==> src/rtl/sd_result_writer.sv <==
// sd_result_writer: Avalon-MM write master that drains 32-bit filtered samples
// from a valid/ready stream through an internal FIFO into SDRAM, one word per
// write, at consecutive word addresses from a programmed base.
// Optional feature macro: SD_RESULT_WRITER_IRQ_EN (sticky completion interrupt).
module sd_result_writer #(
    parameter int ADDR_W     = 24,
    parameter int COUNT_W    = 20,
    parameter int FIFO_DEPTH = 16
) (
    input  logic               clk,
    input  logic               reset,
    input  logic               cfg_start,
    input  logic [ADDR_W-1:0]  cfg_base,
    input  logic [COUNT_W-1:0] cfg_count,
    output logic               busy,
    output logic               done_pulse,
    output logic [COUNT_W-1:0] written_count,
    input  logic               in_valid,
    input  logic [31:0]        in_data,
    output logic               in_ready,
    output logic [ADDR_W-1:0]  avm_address,
    output logic               avm_write,
    output logic [31:0]        avm_writedata,
    input  logic               avm_waitrequest,
    output logic               irq,
    input  logic               irq_ack
);

    localparam int PTR_W = $clog2(FIFO_DEPTH);

    typedef enum logic {IDLE, RUN} state_t;

    state_t             state, state_next;
    logic [ADDR_W-1:0]  addr;
    logic [COUNT_W-1:0] remaining;
    logic [COUNT_W-1:0] total_count;
    logic [COUNT_W-1:0] in_cnt;
    logic [COUNT_W-1:0] written_cnt;
    logic               done_r;
    logic [31:0]        mem [FIFO_DEPTH];
    logic [PTR_W:0]     wr_ptr, rd_ptr;
    logic               fifo_empty, fifo_full;
    logic               push, pop, start_ok, last_accept;

    // Extra pointer MSB distinguishes full from empty when the indices match.
    assign fifo_empty = (wr_ptr == rd_ptr);
    assign fifo_full  = (wr_ptr[PTR_W] != rd_ptr[PTR_W]) &&
                        (wr_ptr[PTR_W-1:0] == rd_ptr[PTR_W-1:0]);

    assign busy          = (state == RUN);
    assign done_pulse    = done_r;
    assign written_count = written_cnt;
    assign avm_address   = addr;
    assign avm_writedata = avm_write ? mem[rd_ptr[PTR_W-1:0]] : 32'h0;

    assign push        = in_valid && in_ready;
    assign pop         = avm_write && !avm_waitrequest;
    assign last_accept = pop && (remaining == COUNT_W'(1));

    // Next-state and handshake decode; all outputs derive from registered state.
    always_comb begin
        state_next = state;
        start_ok   = 1'b0;
        in_ready   = 1'b0;
        avm_write  = 1'b0;
        case (state)
            IDLE: begin
                if (cfg_start && (cfg_count != '0)) begin
                    start_ok   = 1'b1;
                    state_next = RUN;
                end
            end
            RUN: begin
                in_ready  = !fifo_full && (in_cnt < total_count);
                avm_write = !fifo_empty;
                if (last_accept) begin
                    state_next = IDLE;
                end
            end
            default: state_next = IDLE;
        endcase
    end

    // Control registers: state, pointers, counters, address and completion pulse.
    always_ff @(posedge clk) begin
        if (reset) begin
            state       <= IDLE;
            wr_ptr      <= '0;
            rd_ptr      <= '0;
            in_cnt      <= '0;
            written_cnt <= '0;
            remaining   <= '0;
            total_count <= '0;
            addr        <= '0;
            done_r      <= 1'b0;
        end else begin
            state  <= state_next;
            done_r <= last_accept;
            if (start_ok) begin
                addr        <= cfg_base & ~ADDR_W'(3);
                remaining   <= cfg_count;
                total_count <= cfg_count;
                written_cnt <= '0;
                in_cnt      <= '0;
                wr_ptr      <= '0;
                rd_ptr      <= '0;
            end else begin
                if (push) begin
                    wr_ptr <= wr_ptr + (PTR_W+1)'(1);
                    in_cnt <= in_cnt + COUNT_W'(1);
                end
                if (pop) begin
                    rd_ptr      <= rd_ptr + (PTR_W+1)'(1);
                    addr        <= addr + ADDR_W'(4);
                    written_cnt <= written_cnt + COUNT_W'(1);
                    remaining   <= remaining - COUNT_W'(1);
                end
            end
        end
    end

    // FIFO storage is pure data and needs no reset.
    always_ff @(posedge clk) begin
        if (push) begin
            mem[wr_ptr[PTR_W-1:0]] <= in_data;
        end
    end

`ifdef SD_RESULT_WRITER_IRQ_EN
    logic irq_r;

    // Sticky interrupt: completion sets it and wins over a same-cycle acknowledge.
    always_ff @(posedge clk) begin
        if (reset) begin
            irq_r <= 1'b0;
        end else if (last_accept) begin
            irq_r <= 1'b1;
        end else if (irq_ack) begin
            irq_r <= 1'b0;
        end
    end

    assign irq = irq_r;
`else
    logic unused_irq_ack;

    assign unused_irq_ack = irq_ack;
    assign irq            = 1'b0;
`endif

endmodule

==> config.mk <==
export PLATFORM = sky130hd
export DESIGN_NAME = sd_result_writer
export DESIGN_NICKNAME = d
export VERILOG_FILES = /design/src/rtl/sd_result_writer.sv
export SDC_FILE = /design/constraint.sdc
export NUM_CORES = 1
export LEC_CHECK = 0
export ABC_AREA = 1
export CORE_AREA = 2 2 227 229
export DETAILED_ROUTE_END_ITERATION = 8
export DIE_AREA = 0 0 229 231
export GPL_TIMING_DRIVEN = 0
export PLACE_DENSITY = 0.73
export SYNTH_ARGS = -nofsm -noshare
export SYNTH_HDL_FRONTEND = slang
export SYNTH_SLANG_ARGS = --single-unit
export TNS_END_PERCENT = 100
==> constraint.sdc <==
create_clock -name clk -period 9.6 [get_ports clk]
set_clock_uncertainty 0.15 [all_clocks]
set_input_delay 1.92 -clock clk [delete_from_list [all_inputs] [get_ports clk]]
set_output_delay 1.92 -clock clk [all_outputs]
set_load 0.005 [all_outputs]
-- Yosys cells after proc, flatten, opt, wreduce, memory -nomap -nowiden
Memory sizes are Yosys's and may differ from the RTL's. A register that Yosys moved wholly into a read port is not among the register bits.
Cells that the tools add are included.
- $add $sub $neg: 6
- order comparisons: 1
- equality and inequality tests: 4
- multiplexer cells: 15
- bitwise gates (word level): 1
- reductions and logical operators: 12
- operators by type and width (cell ; number):
    $mux W24 ; 2
    $add A20 B1 Y20 const B ; 2
    $mux W20 ; 2
    $mux W32 ; 1
    $add A24 B3 Y24 const B ; 1
    $eq A20 B1 Y1 const B ; 1
    $lt A20 B20 Y1 ; 1
    $reduce_bool A20 Y1 ; 1
    $sub A20 B1 Y20 const B ; 1
    $add A5 B1 Y5 const B ; 2
    $mux W4 ; 2
    $mux W1 ; 7
    $logic_and A1 B1 Y1 ; 6
    $eq A5 B5 Y1 ; 1
    $eq A4 B4 Y1 ; 1
    $logic_not A1 Y1 ; 3
    $pmux W1 S2 ; 1
    $reduce_bool A2 Y1 ; 1
    $reduce_or A2 Y1 ; 1
    $ne A1 B1 Y1 ; 1
    $not A1 Y1 ; 1
- register bits after elaboration: 116
- bits in writable memories: 512
- output and inout bits: 81
- logic and storage cells: 50
- memories: 1
- memory list (memory ; depth ; width ; read ports ; clocked after memory_dff ; write ports ; RTL line ; source):
    mem ; 16 ; 32 ; 1 ; 1 ; 1 ; 40 ; logic [31:0] mem [FIFO_DEPTH];

-- Depth between registers and ports, before layout
Gate-level depths: netlist of run 1.
- word-level depth: 8
- depth in mapped cells: 14

-- Least setup slack after synthesis of run 1
OpenSTA, ideal clock, no wires.
- kind: input to register
- start: input port in_valid
- end: memory mem[3][0] (enable)
- library setup time: 0.461 ns
- arrival time: 4.503 ns
- setup slack: 4.486 ns
- cell stages on the path: 4
- cells stage by stage: buf_4 -> nand3_2 -> buf_6 -> nor3_1
- word-level cells in the longest chain between the ends: 3
- ends and longest elaborated chain (item ; RTL line ; source):
    from (decl) ; 18 ; input logic in_valid,
    $logic_and A1 B1 Y1 ; 56 ; assign push = in_valid && in_ready;
    $mux W1 ; 124 ; if (push) begin
    $mux W1 (implied by the code) ; 125 ; mem[wr_ptr[PTR_W-1:0]] <= in_data;
    to (decl) ; 40 ;
Every way passes these cells.

==> results.toml, run 1 <==
[yosys]
synth_edf_count = 512
synthTopCellsByArea = "edfxtp_1, nand2_1, dfxtp_1"
syn_area_per_cell_sq_um = 10.2
synth_sequential_area_ratio_pct = 64.6
syn_inst = 2700
synth_warnings = 0
synthFlopType = "edfxtp_1"
ys_async_sr_fraction_pct = 0
netlist_area_sq_mm = 0.0275
ys_ff_latch = 630
synth_top_area_share_pct = 56.0
synth_cell_types = 39
synth_top_area_cell = "edfxtp_1"

[clocking]
cts.sinks = 630
path_clk_slew_ps = 60
cts_tree = "built"
cts_resized = 0
cts-root-buf = "clkbuf_16"
htreeDepth = 3
clock_latency_ps = 600
cts_buffers = 67
cts_buffer_depth = 3
cts_setup_buffers = 0
cts_hold_buf = 0

[final_layout]
nFillCells = 4051
area_growth_pct = 18.2
fin_nets = 3061
drive_gt1_share_pct = 7.24
n_antenna_cell = 0

[sta]
rsz0062_at_grt = "false"
setup_tns_ps = 0
tightest_slew_ps = 870
holdWs_ps = 306
timing.slew.headroom_pct = 42.0
max_freq_ghz = 0.178
setup_viol = 0
period_minus_slack_ps = 5620
hold_viol_final = 0
slew_violations = 0
period_share_pct = 58.5

[die]
floorplan.initialDensity_pct = 54.2
die_h_um = 231
core.rowCount = 83
core_region_area_sq_mm = 0.0507
die_x_um = 229
dieArea_sq_mm = 0.0529
io_pins = 163

[placement]
place_congestion = 0.946
dp_hpwl_mm = 56.0
port_buffers = 155

[power_and_ir_drop]
leakagePower_nw = 11.8
p_sw_w = 0.00136
total_power_w = 0.00597
power_frac_clock_pct = 42.8
pwr-share-seq_pct = 50.5
p_sw_share_pct = 22.9
p_int_w = 0.00461
vdd_drop_max_v = 0.000149
power_density_mw_per_mm2 = 184
comb_power_share_pct = 6.8

[critical_path]
r2r-end = "mem[15][18]$_DFFE_PP_"
arrival_ps = 3550
reg2reg_depth = 13
crit_path_start_kind = "register"
endpoint_kind = "primary output"
cp.required_ps = 7530
rr_startpoint = "in_cnt[13]$_SDFFE_PP0P_"
critPathKind = "register to primary output"
path_max_fanout = 10
reg2reg_slack_ps = 6310

[routing]
detail_route.first_pass.iterations = 8
avgRoutedWirePerCell_um = 22.2
totalWireLength_mm = 81.6
vias = 21800
antenna_left = 0
via_per_inst = 5.92
drt-initial-drc-count = 2641
drc_errors = 0

[min_path]
whs_endpoint = "total_count[0]$_SDFFE_PP0P_"
hold_class = "register to register"
holdPathStages = 2
hp-start = "total_count[0]$_SDFFE_PP0P_"

[grt]
antenna_found_initial = 1
overflow = 0
grt_use_total_pct = 30.7
grt_pass1_wl_mm = 124
grt_max_degree = 30
grt_pass1_vias = 21700

[flow_run]
cap_viol_max_count = 0

[run_status]
status = "complete, no violations"
## cells by family after synthesis
kind of cell / share of synthesized area [%]
XOR/XNOR: 1.02
adder cells (fa/ha/maj): 1.32
AND/OR/NAND/NOR: 19.1
flip-flops: 64.6
AO/OA/AOI/OAI: 9.31
buffers and inverters: 4.64
other: 0.0137
## worst max-delay path, cell delays in order (launching register included)
cell and delay (ps):
dfxtp_1 370, buf_2 160, buf_2 230, clkbuf_1 650, nand2_1 100, a22oi_1 210, nand2_1 90, nand3_1 120
nand2_1 110, a31oi_1 340, clkdlybuf4s50_1 570
## sequential cells by signal, indices dropped and copies added, names as in the netlist, named ones only
name           count
remaining         20
in_cnt            20
rd_ptr             5
total_count       20
done_pulse         1
wr_ptr             5
busy               1
mem              512
avm_address       22
written_count     20
## how the worst max path moves through the flow
stage                                 to  slack, ps  cells after the start
detailed placement     avm_writedata[27]       4630                      8
finish                  avm_writedata[0]       3980                     10
CTS                    avm_writedata[27]       4020                      8
global placement    mem[7][22]$_DFFE_PP_       2200                      5
global route           avm_writedata[18]       3850                     10
floorplan            mem[3][0]$_DFFE_PP_       4490                      4
## Yosys cell counts (7+ instances only)
cell type	number
buf_1	23
nand3_1	193
clkbuf_1	68
a21oi_1	252
xnor2_1	16
nor2_1	172
buf_2	46
dfxtp_1	118
nor3_1	31
o22ai_1	16
nand3b_1	9
a31oi_1	32
o21ai_0	43
nand4_1	34
buf_4	9
xor2_1	16
or2_2	7
ha_1	29
a22oi_1	100
edfxtp_1	512
inv_1	138
nand2_1	798
buf_6	8
## power groups by stage
| stage | Sequential [W] | Clock (W) | Combinational, W |
|---|---|---|---|
| floorplan | 0.00306 | 0 | 0.000212 |
| global placement | 0.00307 | 0 | 0.000382 |
| detailed placement | 0.00307 | 0 | 0.000395 |
| CTS | 0.00301 | 0.00256 | 0.000398 |
| global route | 0.00302 | 0.00267 | 0.000437 |
| finish | 0.00301 | 0.00255 | 0.000403 |
## layer usage
| metal | GRT usage (%) | part of all wire [%] | up-vias |
|---|---|---|---|
| met1 | 38.1 | 37 | 10400 |
| li1 | - | - | 9881 |
| met4 | 14.9 | 4.7 | 2 |
| met2 | 52.1 | 49 | 1276 |
| met5 | 0 | 0.016 | - |
| met3 | 5.57 | 9.0 | 242 |
## area by class of cell
type	instances	area, sq um	share of cell area [%]
sequential	630	17700	54.6
multi-input combinational	1774	8570	26.4
timing repair buffer	179	1930	5.93
clock buffer	88	1790	5.50
tap	680	851	2.62
buffer	154	729	2.25
inverter	144	546	1.68
clock inverter	28	325	1.00
## layout by cell type, fill, tap and decap left out, drive strengths merged
cell	instances
nand2	801
edfxtp	512
a21oi	252
nand3	196
nor2	178
clkbuf	156
clkdlybuf4s50	155
inv	148
dfxtp	118
buf	110
a22oi	100
o21ai	43
nand4	34
a31oi	32
nor3	32
ha	29
clkinv	17
xnor2	16
o22ai	16
xor2	16
nand3b	9
or2	7
bufinv	6
nor3b	4
conb	3
nor4	2
a211oi	2
a21boi	1
o21bai	1
clkinvlp	1
## per-stage QoR
stage | instance area (sq um) | utilization, % | cells | worst slack, ps
CTS | 32500 | 64.1 | 3677 | 4020
floorplan | 27500 | - | 2702 | 4490
detailed placement | 30400 | 59.9 | 3561 | 4630
finish | 32500 | 64.1 | 3677 | 3980
global placement | 29900 | 58.9 | 3537 | 2200
global route | 32500 | 64.1 | 3677 | 3850
No activity file was read; power rests on OpenSTA's default activity.
==> run 2, diff against run 1 <==
--- a/config.mk
+++ b/config.mk
@@ -6,11 +6,11 @@
 export NUM_CORES = 1
 export LEC_CHECK = 0
 export ABC_AREA = 1
-export CORE_AREA = 2 2 227 229
+export CORE_AREA = 2 2 229 231
 export DETAILED_ROUTE_END_ITERATION = 8
-export DIE_AREA = 0 0 229 231
+export DIE_AREA = 0 0 231 233
 export GPL_TIMING_DRIVEN = 0
-export PLACE_DENSITY = 0.73
+export PLACE_DENSITY = 0.75
 export SYNTH_ARGS = -nofsm -noshare
 export SYNTH_HDL_FRONTEND = slang
 export SYNTH_SLANG_ARGS = --single-unit
==> constraint.sdc (replaced) <==
create_clock -name clk -period 4.6 [get_ports clk]
set_clock_uncertainty 0.15 [all_clocks]
set_input_delay 0.92 -clock clk [delete_from_list [all_inputs] [get_ports clk]]
set_output_delay 0.92 -clock clk [all_outputs]
set_load 0.005 [all_outputs]
==> run 2 against run 1 <==
Net effect: design area rose by 0.36%; flip-flop and latch count did not move; cell count rose by 0.11%; sequential share of layout area fell by 0.20 points; critical path depth fell by 3; global-route usage fell by 0.22 points; sequential power rose by 110%; power rose by 110%; register-to-register slack got worse by 5000 ps; non-clock buffer count did not move; wire length rose by 0.42%; clock-buffer cell count fell by 1; critical endpoint is now avm_writedata[28].
==> results.toml, run 2 (synthesized netlist as in run 1, its figures left out) <==
[clocking]
cts-root-buf = "clkbuf_16"
cts_setup_buffers = 0
cts_tree = "built"
cts_buffers = 67
path_clk_slew_ps = 60
clock_latency_ps = 620
htreeDepth = 3
cts_buffer_depth = 3
cts.sinks = 630

[min_path]
hold_class = "register to register"
hp-start = "total_count[0]$_SDFFE_PP0P_"

[critical_path]
rr_startpoint = "total_count[19]$_SDFFE_PP0P_"
critPathKind = "register to primary output"
cp.required_ps = 3530
endpoint_kind = "primary output"
cp_top_family = "buffers and inverters"
crit_chain = "clkbuf_1, clkbuf_1, nand2_1, nand3_1, nand2_1, a31oi_1, clkdlybuf4s50_1"
slowest_delay_ps = 690
arrival_ps = 3520
crit_path_start_kind = "register"
path_max_fanout = 10
crit_path_top_delay_cell = "clkbuf_1"
path_buf_inv = 3

[sta]
fin_ws_ps = 11.5
setup_viol = 0
slew_violations = 0
tightest_slew_ps = 820
setup_tns_ps = 0
max_freq_ghz = 0.218
holdWs_ps = 307
period_minus_slack_ps = 4590
hold_viol_final = 0
period_share_pct = 99.8
rsz0062_at_grt = "false"
timing.slew.headroom_pct = 45.4

[power_and_ir_drop]
pwr-share-seq_pct = 50.0
p_int_w = 0.00970
leakagePower_nw = 11.9
comb_power_share_pct = 6.7
vdd_drop_max_v = 0.000270
p_sw_share_pct = 22.8
power_frac_clock_pct = 43.3
power_density_mw_per_mm2 = 386
p_sw_w = 0.00287

[grt]
grt_pass1_wl_mm = 124
grt_pass1_vias = 21600
grt_max_degree = 30
antenna_found_initial = 1
grt_use_total_pct = 30.5
overflow = 0

[die]
dieArea_sq_mm = 0.0538
core.rowCount = 83
io_pins = 163
die_x_um = 231
die_h_um = 233
core_region_area_sq_mm = 0.0511
floorplan.initialDensity_pct = 53.8

[final_layout]
nFillCells = 4072
final_cell_mix = "nand2_1, edfxtp_1, a21oi_1"
area_growth_pct = 18.7
multi_input_area_sq_mm = 0.00857
n_antenna_cell = 0
regArea_sq_mm = 0.0177
largest_register_ffs = 512
drive_gt1_share_pct = 7.96
fin_nets = 3061
layout_commonest_cell = "nand2_1"

[placement]
place_congestion = 0.922
port_buffers = 155
place_ws_ps = 646
dp_hpwl_mm = 56.7

[routing]
drc_errors = 0
avgRoutedWirePerCell_um = 22.2
totalWireLength_mm = 81.9
antenna_left = 0
via_per_inst = 5.96
vias = 22000
drt-initial-drc-count = 2444
detail_route.first_pass.iterations = 7

[run_status]
status = "complete, no violations"

[flow_run]
cap_viol_max_count = 0
-- run 2: cell count changes in the layout (fill, tap and decap cells not counted), moves of 2 or more --
cell        before  now
buf_1           23   20
clkbuf_1        87   72
clkbuf_16       68   71
clkbuf_2         0   15
clkinv_2         4    7
clkinvlp_4       1    3
-- run 2: through the flow --
stage / cells / area [sq um] / util [%] / power [W]
after global routing: 3681 / 32600 / 63.8 / 0.0129
final: 3681 / 32600 / 63.8 / 0.0126
after detailed placement: 3561 / 30400 / 59.4 / 0.00723
after CTS: 3681 / 32600 / 63.7 / 0.0126
after global placement: 3537 / 29900 / 58.5 / 0.00721
after floorplan: 2702 / 27500 / - / 0.00683
-- run 2: worst paths after layout --
kind              slack [ps]  depth (start not counted)                     endpoint
setup / recovery          10                          7            avm_writedata[28]
hold / removal           310                          2  total_count[0]$_SDFFE_PP0P_
setup reg to reg        1330                         12         mem[7][22]$_DFFE_PP_
hold reg to reg          310                          2  total_count[0]$_SDFFE_PP0P_
-- run 2: routing by layer --
metal	wire length, um	part of all wire, %	global-route usage, %	up-vias
met5	14	0.017	0	-
met4	3490	4.3	13.5	2
met3	7180	8.8	5.16	234
met2	40300	49	51.7	1278
met1	30900	38	38.5	10600
li1	-	-	-	9881
-- run 2: layout make-up --
cell class / count / share of cell area (%)
Tap cell: 680 / 2.61
Timing Repair Buffer: 179 / 5.96
Clock buffer: 87 / 5.64
Buffer: 154 / 2.30
Sequential cell: 630 / 54.4
Multi-Input combinational cell: 1774 / 26.3
Clock inverter: 33 / 1.09
Inverter: 144 / 1.67
-- run 2: worst register-to-register path: stages, from the launching register on --
cell and delay, ps:
dfxtp_1 310, inv_1 70, ha_1 350, nand2_1 90, nand3b_1 70, nor2_1 130, nand3_1 130, nor2_4 220
nand3_2 150, buf_6 180, nor3_2 560, buf_4 340, buf_6 210
-- run 2: power by group through the flow --
stage               combinational [W]  sequential, W  clock (W)
floorplan                    0.000443        0.00639          0
finish                       0.000840        0.00629    0.00545
global placement             0.000798        0.00641          0
CTS                          0.000829        0.00629    0.00545
detailed placement           0.000824        0.00641          0
global route                 0.000916        0.00629    0.00569
-- run 2: what timing repair did --
item,in CTS,in global routing
setup endpoints to repair,1,12
hold endpoints to repair,0,0
resized for setup,1,26
hold buffers,0,0
